**config.mk**
```make
export PLATFORM = sky130hd
export DESIGN_NAME = result_bram_writer_flat
export DESIGN_NICKNAME = d
export VERILOG_FILES = /design/src/rtl/result_bram_writer_if.sv /design/src/rtl/result_bram_writer.sv /design/src/flat_wrapper.sv
export SDC_FILE = /design/constraint.sdc
export NUM_CORES = 1
export LEC_CHECK = 0
export CORE_MARGIN = 5
export CORE_UTILIZATION = 50
export DETAILED_ROUTE_END_ITERATION = 10
export GPL_TIMING_DRIVEN = 0
export PLACE_DENSITY = 0.77
export SYNTH_ARGS = -nofsm -noshare
export SYNTH_HDL_FRONTEND = slang
export SYNTH_SLANG_ARGS = --single-unit
```
**constraint.sdc**
```tcl
create_clock -name clk -period 2.7 [get_ports clk]
set_input_delay 0.54 -clock clk [delete_from_list [all_inputs] [get_ports clk]]
set_output_delay 0.54 -clock clk [all_outputs]
set_load 0.05 [all_outputs]
```
**src/rtl/result_bram_writer_if.sv**
```systemverilog
// Result stream and BRAM write port bundle for result_bram_writer.
// The master modport is the stream source and BRAM observer; the slave modport is the writer.
interface result_bram_writer_if #(
  parameter int DATA_WIDTH_RSLT = 16,
  parameter int KEEP_WIDTH      = (DATA_WIDTH_RSLT + 7) / 8,
  parameter int ADDR_WIDTH      = 32
);
  logic [DATA_WIDTH_RSLT-1:0] s_axis_rslt_tdata;
  logic [KEEP_WIDTH-1:0]      s_axis_rslt_tkeep;
  logic                       s_axis_rslt_tvalid;
  logic                       s_axis_rslt_tready;
  logic                       s_axis_rslt_tlast;
  logic                       rslt_bram_en;
  logic [KEEP_WIDTH-1:0]      rslt_bram_we;
  logic [ADDR_WIDTH-1:0]      rslt_bram_addr;
  logic [DATA_WIDTH_RSLT-1:0] rslt_bram_wrdata;

  modport master (
    output s_axis_rslt_tdata, s_axis_rslt_tkeep, s_axis_rslt_tvalid, s_axis_rslt_tlast,
    input  s_axis_rslt_tready,
    input  rslt_bram_en, rslt_bram_we, rslt_bram_addr, rslt_bram_wrdata
  );

  modport slave (
    input  s_axis_rslt_tdata, s_axis_rslt_tkeep, s_axis_rslt_tvalid, s_axis_rslt_tlast,
    output s_axis_rslt_tready,
    output rslt_bram_en, rslt_bram_we, rslt_bram_addr, rslt_bram_wrdata
  );
endinterface

```
**src/rtl/result_bram_writer.sv**
```systemverilog
// Writes an AXI-Stream result channel into BRAM at sequential addresses from a latched base.
// Optional macro RSLT_WRITER_STRICT_TLAST_EN: tlast must coincide with the final counted beat.
module result_bram_writer #(
  parameter int DATA_WIDTH_RSLT = 16,
  parameter bit KEEP_ENABLE     = (DATA_WIDTH_RSLT > 8),
  parameter int KEEP_WIDTH      = (DATA_WIDTH_RSLT + 7) / 8,
  parameter int ADDR_WIDTH      = 32,
  parameter int SIZE_WIDTH      = 32
) (
  input  logic                  clk,
  input  logic                  rst_n,
  result_bram_writer_if.slave   rif,
  input  logic                  operation_start,
  input  logic [ADDR_WIDTH-1:0] base_addr,
  input  logic [SIZE_WIDTH-1:0] rslt_size,
  output logic                  operation_in_progress,
  output logic                  operation_complete,
  output logic                  operation_error,
  output logic [SIZE_WIDTH-1:0] words_written
);
  localparam int BYTES = DATA_WIDTH_RSLT / 8;

  typedef enum logic [1:0] {IDLE, RUN, DONE, ERR} state_t;

  state_t                     state_q, state_d;
  logic [SIZE_WIDTH-1:0]      size_q, size_d;
  logic [SIZE_WIDTH-1:0]      cnt_q, cnt_d;
  logic [SIZE_WIDTH-1:0]      words_q, words_d;
  logic [ADDR_WIDTH-1:0]      wptr_q, wptr_d;
  logic                       en_q, en_d;
  logic [KEEP_WIDTH-1:0]      we_q, we_d;
  logic [ADDR_WIDTH-1:0]      addr_q, addr_d;
  logic [DATA_WIDTH_RSLT-1:0] wrdata_q, wrdata_d;
  logic                       accept;
  logic                       last_beat;

  assign accept    = rif.s_axis_rslt_tvalid && (state_q == RUN);
  assign last_beat = (cnt_q == size_q - SIZE_WIDTH'(1));

`ifndef RSLT_WRITER_STRICT_TLAST_EN
  logic unused_tlast;
  assign unused_tlast = rif.s_axis_rslt_tlast;
`endif

  always_ff @(posedge clk or negedge rst_n) begin
    if (!rst_n) begin
      state_q  <= IDLE;
      size_q   <= '0;
      cnt_q    <= '0;
      words_q  <= '0;
      wptr_q   <= '0;
      en_q     <= 1'b0;
      we_q     <= '0;
      addr_q   <= '0;
      wrdata_q <= '0;
    end else begin
      state_q  <= state_d;
      size_q   <= size_d;
      cnt_q    <= cnt_d;
      words_q  <= words_d;
      wptr_q   <= wptr_d;
      en_q     <= en_d;
      we_q     <= we_d;
      addr_q   <= addr_d;
      wrdata_q <= wrdata_d;
    end
  end

  always_comb begin
    state_d  = state_q;
    size_d   = size_q;
    cnt_d    = cnt_q;
    words_d  = words_q;
    wptr_d   = wptr_q;
    // BRAM port registers one accepted beat; idle cycles drop en and we.
    en_d     = accept;
    we_d     = '0;
    addr_d   = addr_q;
    wrdata_d = wrdata_q;
    if (accept) begin
      we_d     = KEEP_ENABLE ? rif.s_axis_rslt_tkeep : {KEEP_WIDTH{1'b1}};
      addr_d   = wptr_q;
      wrdata_d = rif.s_axis_rslt_tdata;
    end

    unique case (state_q)
      IDLE: begin
        if (operation_start) begin
          size_d  = rslt_size;
          cnt_d   = '0;
          words_d = '0;
          wptr_d  = base_addr;
          state_d = (rslt_size != '0) ? RUN : ERR;
        end
      end
      RUN: begin
        if (accept) begin
          cnt_d   = cnt_q + SIZE_WIDTH'(1);
          words_d = words_q + SIZE_WIDTH'(1);
          // Pointer wraps modulo 2^ADDR_WIDTH by plain truncation.
          wptr_d  = wptr_q + ADDR_WIDTH'(BYTES);
`ifdef RSLT_WRITER_STRICT_TLAST_EN
          if (last_beat)
            state_d = rif.s_axis_rslt_tlast ? DONE : ERR;
          else if (rif.s_axis_rslt_tlast)
            state_d = ERR;
`else
          if (last_beat)
            state_d = DONE;
`endif
        end
      end
      DONE:    state_d = IDLE;
      ERR:     state_d = IDLE;
      default: state_d = IDLE;
    endcase
  end

  assign rif.s_axis_rslt_tready = (state_q == RUN);
  assign rif.rslt_bram_en       = en_q;
  assign rif.rslt_bram_we       = we_q;
  assign rif.rslt_bram_addr     = addr_q;
  assign rif.rslt_bram_wrdata   = wrdata_q;

  assign operation_in_progress = (state_q == RUN);
  assign operation_complete    = (state_q == DONE);
  assign operation_error       = (state_q == ERR);
  assign words_written         = words_q;
endmodule

```
**src/flat_wrapper.sv**
```systemverilog
// flat-port wrapper written by rule: the top's interface ports become plain ports
module result_bram_writer_flat 
#(
  parameter int DATA_WIDTH_RSLT = 16,
  parameter bit KEEP_ENABLE     = (DATA_WIDTH_RSLT > 8),
  parameter int KEEP_WIDTH      = (DATA_WIDTH_RSLT + 7) / 8,
  parameter int ADDR_WIDTH      = 32,
  parameter int SIZE_WIDTH      = 32
)
  (clk, rst_n, operation_start, base_addr, rslt_size, operation_in_progress, operation_complete, operation_error, words_written, rif_s_axis_rslt_tdata, rif_s_axis_rslt_tkeep, rif_s_axis_rslt_tvalid, rif_s_axis_rslt_tlast, rif_s_axis_rslt_tready, rif_rslt_bram_en, rif_rslt_bram_we, rif_rslt_bram_addr, rif_rslt_bram_wrdata);
  result_bram_writer_if #(.DATA_WIDTH_RSLT(DATA_WIDTH_RSLT), .KEEP_WIDTH(KEEP_WIDTH), .ADDR_WIDTH(ADDR_WIDTH)) rif_i ();
  input  logic clk;
  input  logic rst_n;
  input  logic operation_start;
  input  logic [ADDR_WIDTH-1:0] base_addr;
  input  logic [SIZE_WIDTH-1:0] rslt_size;
  output logic operation_in_progress;
  output logic operation_complete;
  output logic operation_error;
  output logic [SIZE_WIDTH-1:0] words_written;
  input wire logic [$bits(rif_i.s_axis_rslt_tdata)-1:0] rif_s_axis_rslt_tdata;
  input wire logic [$bits(rif_i.s_axis_rslt_tkeep)-1:0] rif_s_axis_rslt_tkeep;
  input wire logic [$bits(rif_i.s_axis_rslt_tvalid)-1:0] rif_s_axis_rslt_tvalid;
  input wire logic [$bits(rif_i.s_axis_rslt_tlast)-1:0] rif_s_axis_rslt_tlast;
  output wire logic [$bits(rif_i.s_axis_rslt_tready)-1:0] rif_s_axis_rslt_tready;
  output wire logic [$bits(rif_i.rslt_bram_en)-1:0] rif_rslt_bram_en;
  output wire logic [$bits(rif_i.rslt_bram_we)-1:0] rif_rslt_bram_we;
  output wire logic [$bits(rif_i.rslt_bram_addr)-1:0] rif_rslt_bram_addr;
  output wire logic [$bits(rif_i.rslt_bram_wrdata)-1:0] rif_rslt_bram_wrdata;
  assign rif_i.s_axis_rslt_tdata = rif_s_axis_rslt_tdata;
  assign rif_i.s_axis_rslt_tkeep = rif_s_axis_rslt_tkeep;
  assign rif_i.s_axis_rslt_tvalid = rif_s_axis_rslt_tvalid;
  assign rif_i.s_axis_rslt_tlast = rif_s_axis_rslt_tlast;
  assign rif_s_axis_rslt_tready = rif_i.s_axis_rslt_tready;
  assign rif_rslt_bram_en = rif_i.rslt_bram_en;
  assign rif_rslt_bram_we = rif_i.rslt_bram_we;
  assign rif_rslt_bram_addr = rif_i.rslt_bram_addr;
  assign rif_rslt_bram_wrdata = rif_i.rslt_bram_wrdata;
  result_bram_writer #(.DATA_WIDTH_RSLT(DATA_WIDTH_RSLT), .KEEP_ENABLE(KEEP_ENABLE), .KEEP_WIDTH(KEEP_WIDTH), .ADDR_WIDTH(ADDR_WIDTH), .SIZE_WIDTH(SIZE_WIDTH)) u_core (.clk(clk), .rst_n(rst_n), .rif(rif_i), .operation_start(operation_start), .base_addr(base_addr), .rslt_size(rslt_size), .operation_in_progress(operation_in_progress), .operation_complete(operation_complete), .operation_error(operation_error), .words_written(words_written));
endmodule
```
### Word-level counts from Yosys, hierarchy flattened

Cells that the tools add are included.

* $add $sub $neg: 4
* equal/unequal tests: 7
* multiplexer cells: 14
* reduce and logical (&&, ||, !) cells: 8

Operator list (number)
* $pmux W32 S2: 3
* $mux W32: 5
* $add A32 B1 Y32 const B: 2
* $add A32 B2 Y32 const B: 1
* $eq A32 B32 Y1: 1
* $reduce_bool A32 Y1: 1
* $sub A32 B1 Y32 const B: 1
* $mux W2: 5
* $pmux W2 S3: 1
* $reduce_and A3 Y1: 2
* $eq A2 B2 Y1 const B: 2
* $ne A2 B1 Y1 const B: 2
* $eq A2 B1 Y1 const B: 1
* $logic_not A2 Y1: 1
* $ne A2 B2 Y1 const B: 1
* $reduce_and A2 Y1: 1
* $reduce_bool A2 Y1: 1
* $reduce_or A2 Y1: 1
* $logic_and A1 B1 Y1: 1

* register bits: 181
* logic and storage cells: 42

### Depth between registers and ports, before layout

Gate-level depths: netlist of the first run.

* depth in word-level cells: 5
* depth in mapped cells: 10
* depth with buffers taken out: 10

### Least setup slack after synthesis of the first run

Ideal clock, no wire load.

* path kind: reg2out
* from: reg u_core.state_q[1]
* to: out rif_s_axis_rslt_tready
* data arrival time: 2.035 ns
* required time: 2.160 ns
* slack: 0.125 ns
* stages on the path, launching flop included: 7
* buffers on the path: 4
* cell sequence: dfrtp_1 > clkbuf_1 > nand2b_1 > clkinv_1 > clkbuf_1 > clkbuf_1 > buf_4

* cells in the longest elaborated chain, start to end: 1

RTL lines
* start, declared: line result_bram_writer.sv:25 `state_t state_q, state_d;`
* start signal, assigned: line result_bram_writer.sv:57 `state_q <= state_d;`
* $eq A2 B1 Y1
* end, declared: line flat_wrapper.sv:25 `output wire logic [$bits(rif_i.s_axis_rslt_tready)-1:0] rif_s_axis_rslt_tready;`

No other way between the ends.

### Worst setup path in the final report of the first run

* from: reg u_core.size_q[1]
* to: reg u_core.state_q[0]

* cells in the longest elaborated chain, start to end: 4

RTL lines
* start, declared: line result_bram_writer.sv:26 `logic [SIZE_WIDTH-1:0] size_q, size_d;`
* start signal, assigned: line result_bram_writer.sv:58 `size_q <= size_d;`
* $sub A32 B1 Y32: line result_bram_writer.sv:38 `assign last_beat = (cnt_q == size_q - SIZE_WIDTH'(1));`
* $eq A32 B32 Y1: line result_bram_writer.sv:38
* $ne A2 B1 Y1 (no line)
* $reduce_and A3 Y1 (no line)

No other way between the ends.
A chain may end at the register's enable or synchronous reset.

==> results of run 1 <==
logic make-up after synthesis:
family / Yosys count / synth area share
AO/OA/AOI/OAI: 154 / 0.0970
XOR/XNOR: 92 / 0.0870
adder cells (fa/ha/maj): 4 / 0.00541
buffers and inverters: 57 / 0.0253
flip-flops: 181 / 0.489
multiplexers: 81 / 0.0977
AND/OR/NAND/NOR: 352 / 0.198
through the flow:
| step | std cells | setup TNS, ps | utilization | setup slack, ps |
|---|---|---|---|---|
| detailed placement | 1323 | -53810 | 0.625 | -751 |
| floorplan | 921 | 0 | - | 125 |
| global route | 1359 | -305 | 0.662 | -185 |
| global placement | 1322 | -1215670 | 0.623 | -6460 |
| CTS | 1356 | -73.5 | 0.660 | -42.0 |
| finish | 1359 | -61.6 | 0.662 | -61.6 |
power by group through the flow:
stage	combinational [mW]	clock [mW]	sequential [mW]
after floorplan	1.60	0	5.04
after global placement	3.74	0	4.17
after detailed placement	3.81	0	4.18
after CTS	3.87	2.45	4.16
after global routing	4.17	2.56	4.29
final	3.90	2.39	4.18
registers in the layout (all words and copies together), names as in the netlist:
register,count
u_core.cnt_q,32
u_core.rif.rslt_bram_addr,32
u_core.rif.rslt_bram_en,1
u_core.rif.rslt_bram_we,2
u_core.rif.rslt_bram_wrdata,16
u_core.size_q,32
u_core.state_q,2
u_core.words_written,32
u_core.wptr_q,32
worst max-delay path, stage by stage, from the launching register on:
cell and delay, ps:
dfrtp_1 410, inv_2 110, ha_4 160, or4b_4 500, nor4_4 140, buf_4 180, nand4_1 180, mux2i_1 250
a21oi_2 70, nor4_2 250, o211ai_1 200, a21o_1 200
Yosys cell counts (all sizes together), types with 3 or more instances:
cell type  count  area [µm²]
dfrtp        181        4530
nor2         102         383
mux2          75         845
nand2         69         267
a21oi         60         300
o21ai         54         270
nand3         50         250
xor2          50         438
xnor2         42         368
clkbuf        35         131
nand4         24         150
nor4          19         161
nor3          16        96.4
inv           15        56.3
and3          14        92.6
or3           13        81.3
o22ai         10        62.6
and2           7        43.8
and4           7        61.3
buf            6        42.5
mux2i          6        60.1
nand2b         6        37.5
or4            6        56.3
ha             4        50.1
a2bb2oi        3        26.3
a32oi          3        26.3
nor2b          3        18.8
nor3b          3        22.5
nor4b          3        32.5
o31ai          3        22.5
or2            3        18.8
metal layers:
| layer | part of all wire | GRT usage |
|---|---|---|
| met4 | 0.025 | 0.0851 |
| met1 | 0.42 | 0.308 |
| met2 | 0.48 | 0.384 |
| met3 | 0.077 | 0.0610 |
| met5 | 0 | 0 |
what timing repair did:
item / 4_1_cts / 5_1_grt
hold buffers: 0 / 0
pin swaps: 2 / 5
gates resized for setup: 26 / 9
setup endpoints to repair: 94 / 23
buffers inserted: 3 / 3
worst paths after layout:
| path | start | to | slack, ps | cells past startpoint |
|---|---|---|---|---|
| max in group asynchronous | rst_n | u_core.state_q[1] | 1720 | 2 |
| max | u_core.size_q[1] | u_core.state_q[0] | -60 | 11 |
| min | rst_n | u_core.size_q[10] | 70 | 1 |
| min reg2reg | u_core.rif.rslt_bram_addr[7] | u_core.rif.rslt_bram_addr[7] | 510 | 1 |
| max reg2reg | u_core.size_q[1] | u_core.state_q[0] | -60 | 11 |
| min in group clk | rif_s_axis_rslt_tvalid | u_core.rif.rslt_bram_we[0] | 500 | 2 |
area by class of cell:
class	count	area, µm²	share of cell area
clock inverter	15	138	0.0115
antenna	1	2.50	0.000209
buffer	38	176	0.0147
clock buffer	17	425	0.0355
timing repair buffer	179	1790	0.150
tap	229	287	0.0239
sequential	181	4530	0.378
multi-input combinational	683	4560	0.381
inverter	16	60.1	0.00501
==> results.py, run 1 <==
metrics = {
    "die": {
        "die_height_um": 146,
        "initial_utilization": 0.512,
        "core_mm2": 0.0181,
        "io_pins": 174,
        "die_w_um": 146,
        "dieArea_mm2": 0.0213,
        "core.rowCount": 49,
    },
    "pwr": {
        "p_int_mw": 6.24,
        "p_clk_frac": 0.229,
        "power_leakage_nw": 4.84,
        "sw_frac_of_total": 0.405,
        "combPwrFrac": 0.372,
        "p_total_mw": 10.5,
        "power_density_mw_per_mm2": 875,
        "seq_power_share": 0.399,
        "switching_power_mw": 4.24,
        "irDropWorstVdd_mv": 0.732,
    },
    "critical_path": {
        "cp.arrival_ps": 3080,
        "critical_path_class": "reg2reg",
        "worstPathRequired_ps": 3020,
        "cp-end-kind": "flip-flop",
        "startpoint_type": "flip-flop",
        "crit_fanout": 6,
    },
    "detailed_routing": {
        "via_count": 7823,
        "drc": 0,
        "drt_pass1_iterations": 5,
        "wl_um": 25000,
        "ant_nets": 0,
        "drt_iter0_drc": 470,
        "via_per_inst": 5.76,
        "post_drt_wl_per_cell_um": 18.4,
    },
    "synth": {
        "synthesis.nets": 1012,
        "synth_warnings": 0,
        "async_flop_share": 1.00,
        "syn_avg_cell_area_um2": 10.1,
        "ys_seq_area_frac": 0.489,
        "synth_area_mm2": 0.00926,
        "yosysUniqueCellTypes": 65,
        "synth-edff-count": 0,
        "ys_ff_latch": 181,
        "synth_top_flop_cell": "dfrtp_1",
        "syn_inst": 921,
    },
    "min_path": {
        "holdCritPathClass": "in2async",
    },
    "placement": {
        "dpl.hpwl_um": 17900,
        "place_area_mm2": 0.0113,
        "gp_congestion": 0.922,
        "io_buffers": 172,
    },
    "sta": {
        "timing.fmax_ghz": 0.362,
        "relSlewSlack": 0.481,
        "rsz0062_at_grt": "yes",
        "fin_hold_ws_ps": 71.0,
        "setup_slack_ps": -61.6,
        "tightest_slew_ps": 775,
        "fin_crit_ps": 2760,
        "maxSlewViolCount": 0,
        "min_period_over_period": 1.02,
        "setup_viol": 1,
        "hold_viol": 0,
        "skew_ps": 15.0,
    },
    "flow_run": {
        "maxCapViolCount": 0,
    },
    "global_routing": {
        "antenna_found_initial": 1,
        "track_usage": 0.236,
        "grt_max_degree": 109,
        "grt_pass1_vias": 7783,
        "grt_pass1_wl_um": 41000,
        "grt_overflow": 0,
    },
    "layout": {
        "final_common_cell": "dfrtp_1",
        "drive_gt1_frac": 0.138,
        "final_cell_mix": "179 x dfrtp_1, 168 x clkdlybuf4s50_1, 101 x nor2_1",
        "area_growth_pct": 29.4,
        "num-fill-cells": 1436,
        "nNetsFinal": 1207,
        "final_area_mm2": 0.0120,
    },
    "clocking": {
        "clk_pin_slew_ps": 70,
        "cts_sinks": 181,
        "clk_latency_ps": 440,
        "cts_made_buffers": 17,
        "cts_tree": "built",
        "h-tree-depth": 4,
        "root_buffer": "clkbuf_16",
        "ctsLongestPathBuffers": 2,
    },
    "outcome": {
        "violations": "setup timing",
        "status": "complete, but fails checks",
    },
}
Power figures use the tool's default switching activity.
==> run 2, diff against run 1 <==
Clock period 2.7 ns to 3.5 ns, I/O delays scaled along.
==> run 2 against run 1 <==
Effect of this change:
- the flow now finishes without violations
- total power is 24% lower
- clock power is 23% lower
- global-route usage is 0.21 points lower
- wire length is 1.1% lower
- first-iteration DRC count is 5.1% lower
==> results.py, run 2 (synthesis gave the netlist of run 1 again) <==
metrics = {
    "clocking": {
        "cts_tree": "built",
        "cts_sinks": 181,
        "ctsLongestPathBuffers": 2,
        "h-tree-depth": 4,
        "postCtsSetupRepairBufs": 0,
        "clk_latency_ps": 440,
        "cts_made_buffers": 17,
        "root_buffer": "clkbuf_16",
        "clk_pin_slew_ps": 70,
    },
    "global_routing": {
        "antenna_found_initial": 0,
        "grt_max_degree": 109,
        "grt_overflow": 0,
        "grt_pass1_wl_um": 40700,
        "grt_pass1_vias": 7772,
        "track_usage": 0.234,
    },
    "sta": {
        "hold_viol": 0,
        "maxSlewViolCount": 0,
        "relSlewSlack": 0.199,
        "min_period_over_period": 0.944,
        "fin_hold_ws_ps": 230,
        "setup_slack_ps": 195,
        "tightest_slew_ps": 1190,
        "setup_viol": 0,
        "timing.fmax_ghz": 0.303,
        "rsz0062_at_grt": "no",
        "skew_ps": 15.1,
        "fin_crit_ps": 3300,
    },
    "placement": {
        "io_buffers": 172,
        "placed_cells": 1323,
        "place_area_mm2": 0.0113,
        "pre_cts_ws_ps": -111,
        "dpl.hpwl_um": 17900,
        "gp_congestion": 0.922,
    },
    "critical_path": {
        "cp.arrival_ps": 2600,
        "endpoint": "operation_in_progress",
        "crit_fanout": 17,
        "worstPathRequired_ps": 2800,
        "reg2reg_slack_ps": 550,
        "r2r-end": "u_core.wptr_q[31]",
        "cp-end-kind": "output pin",
        "crit_start": "u_core.state_q[1]",
        "startpoint_type": "flip-flop",
        "path_cells": "nand2b_1 > clkinv_2 > clkbuf_2 > clkdlybuf4s50_1",
        "slowest_stage": "clkdlybuf4s50_1",
        "reg2reg_from": "u_core.wptr_q[1]",
        "critical_path_class": "reg2out",
        "reg2reg_depth": 9,
        "cpPeakStageDelay_ps": 870,
    },
    "die": {
        "core.rowCount": 49,
        "dieArea_mm2": 0.0213,
        "die_height_um": 146,
        "initial_utilization": 0.512,
        "core_mm2": 0.0181,
        "io_pins": 174,
        "die_w_um": 146,
    },
    "detailed_routing": {
        "via_count": 7794,
        "ant_nets": 0,
        "drt_iter0_drc": 446,
        "wl_um": 24800,
        "via_per_inst": 5.76,
        "drt_pass1_iterations": 5,
        "post_drt_wl_per_cell_um": 18.3,
        "drc": 0,
    },
    "layout": {
        "diodes": 0,
        "final_util": 0.656,
        "final_cell_mix": "181 x dfrtp_1, 170 x clkdlybuf4s50_1, 102 x nor2_1",
        "final_area_mm2": 0.0119,
        "final_common_cell": "dfrtp_1",
        "area_growth_pct": 28.2,
        "stdcell_count": 1353,
        "drive_gt1_frac": 0.118,
        "nNetsFinal": 1202,
    },
    "pwr": {
        "switching_power_mw": 3.24,
        "seq_power_share": 0.402,
        "p_int_mw": 4.77,
        "sw_frac_of_total": 0.404,
        "irDropWorstVdd_mv": 0.595,
        "power_density_mw_per_mm2": 675,
        "power_leakage_nw": 4.80,
        "p_clk_frac": 0.231,
        "combPwrFrac": 0.367,
    },
    "min_path": {
        "holdCritPathClass": "in2async",
    },
    "outcome": {
        "status": "finished, final reports clean",
    },
    "flow_run": {
        "maxCapViolCount": 0,
    },
}
## run 2: power groups by stage
stage	Combinational (mW)	Sequential [mW]	Clock (mW)
2_1_floorplan	1.24	3.89	0
3_3_place_gp	2.89	3.22	0
3_5_place_dp	2.94	3.23	0
4_1_cts	2.95	3.20	1.89
5_1_grt	3.15	3.30	1.98
6_report	2.94	3.22	1.85
## run 2: final cells by class
| class | count | area, µm² |
|---|---|---|
| clock inverter | 15 | 138 |
| clock buffer | 17 | 425 |
| sequential | 181 | 4530 |
| multi-input combinational | 683 | 4500 |
| fill | 1451 | 6220 |
| buffer | 39 | 168 |
| timing repair buffer | 173 | 1760 |
| tap | 229 | 287 |
| inverter | 16 | 61.3 |
## run 2: how the worst min path moves through the flow
| stage | from | endpoint | depth (start not counted) |
|---|---|---|---|
| 2_1_floorplan | rst_n | u_core.cnt_q[0] | 0 |
| 3_3_place_gp | u_core.rif.rslt_bram_addr[20] | u_core.rif.rslt_bram_addr[20] | 2 |
| 3_5_place_dp | u_core.rif.rslt_bram_addr[20] | u_core.rif.rslt_bram_addr[20] | 2 |
| 4_1_cts | rst_n | u_core.size_q[10] | 1 |
| 5_1_grt | rst_n | u_core.size_q[8] | 1 |
| 6_report | rst_n | u_core.size_q[10] | 1 |
## run 2: timing repair
action | in CTS | in global routing
hold buffers | 0 | 0
endpoints found under the setup margin | 2 | 2
gates resized for setup | 2 | 1
## run 2: metal layers
metal  global-route usage  part of all wire
met1                0.305              0.42
met2                0.378              0.47
met3               0.0632             0.077
met4               0.0837             0.027
met5                    0                 0
## run 2: worst max-delay path: cells and delay by family, from the launching register on
family                 cells  cell delay (ps)
AND/OR/NAND/NOR            1              240
flip-flops                 1              500
buffers and inverters      3             1420
## run 2: metrics by stage
step                      power [mW]  TNS [ps]
after CTS                       8.05         0
after detailed placement        6.16      -199
final                           8.01         0
after floorplan                 5.13         0
after global routing            8.43         0
after global placement          6.10  -1049130
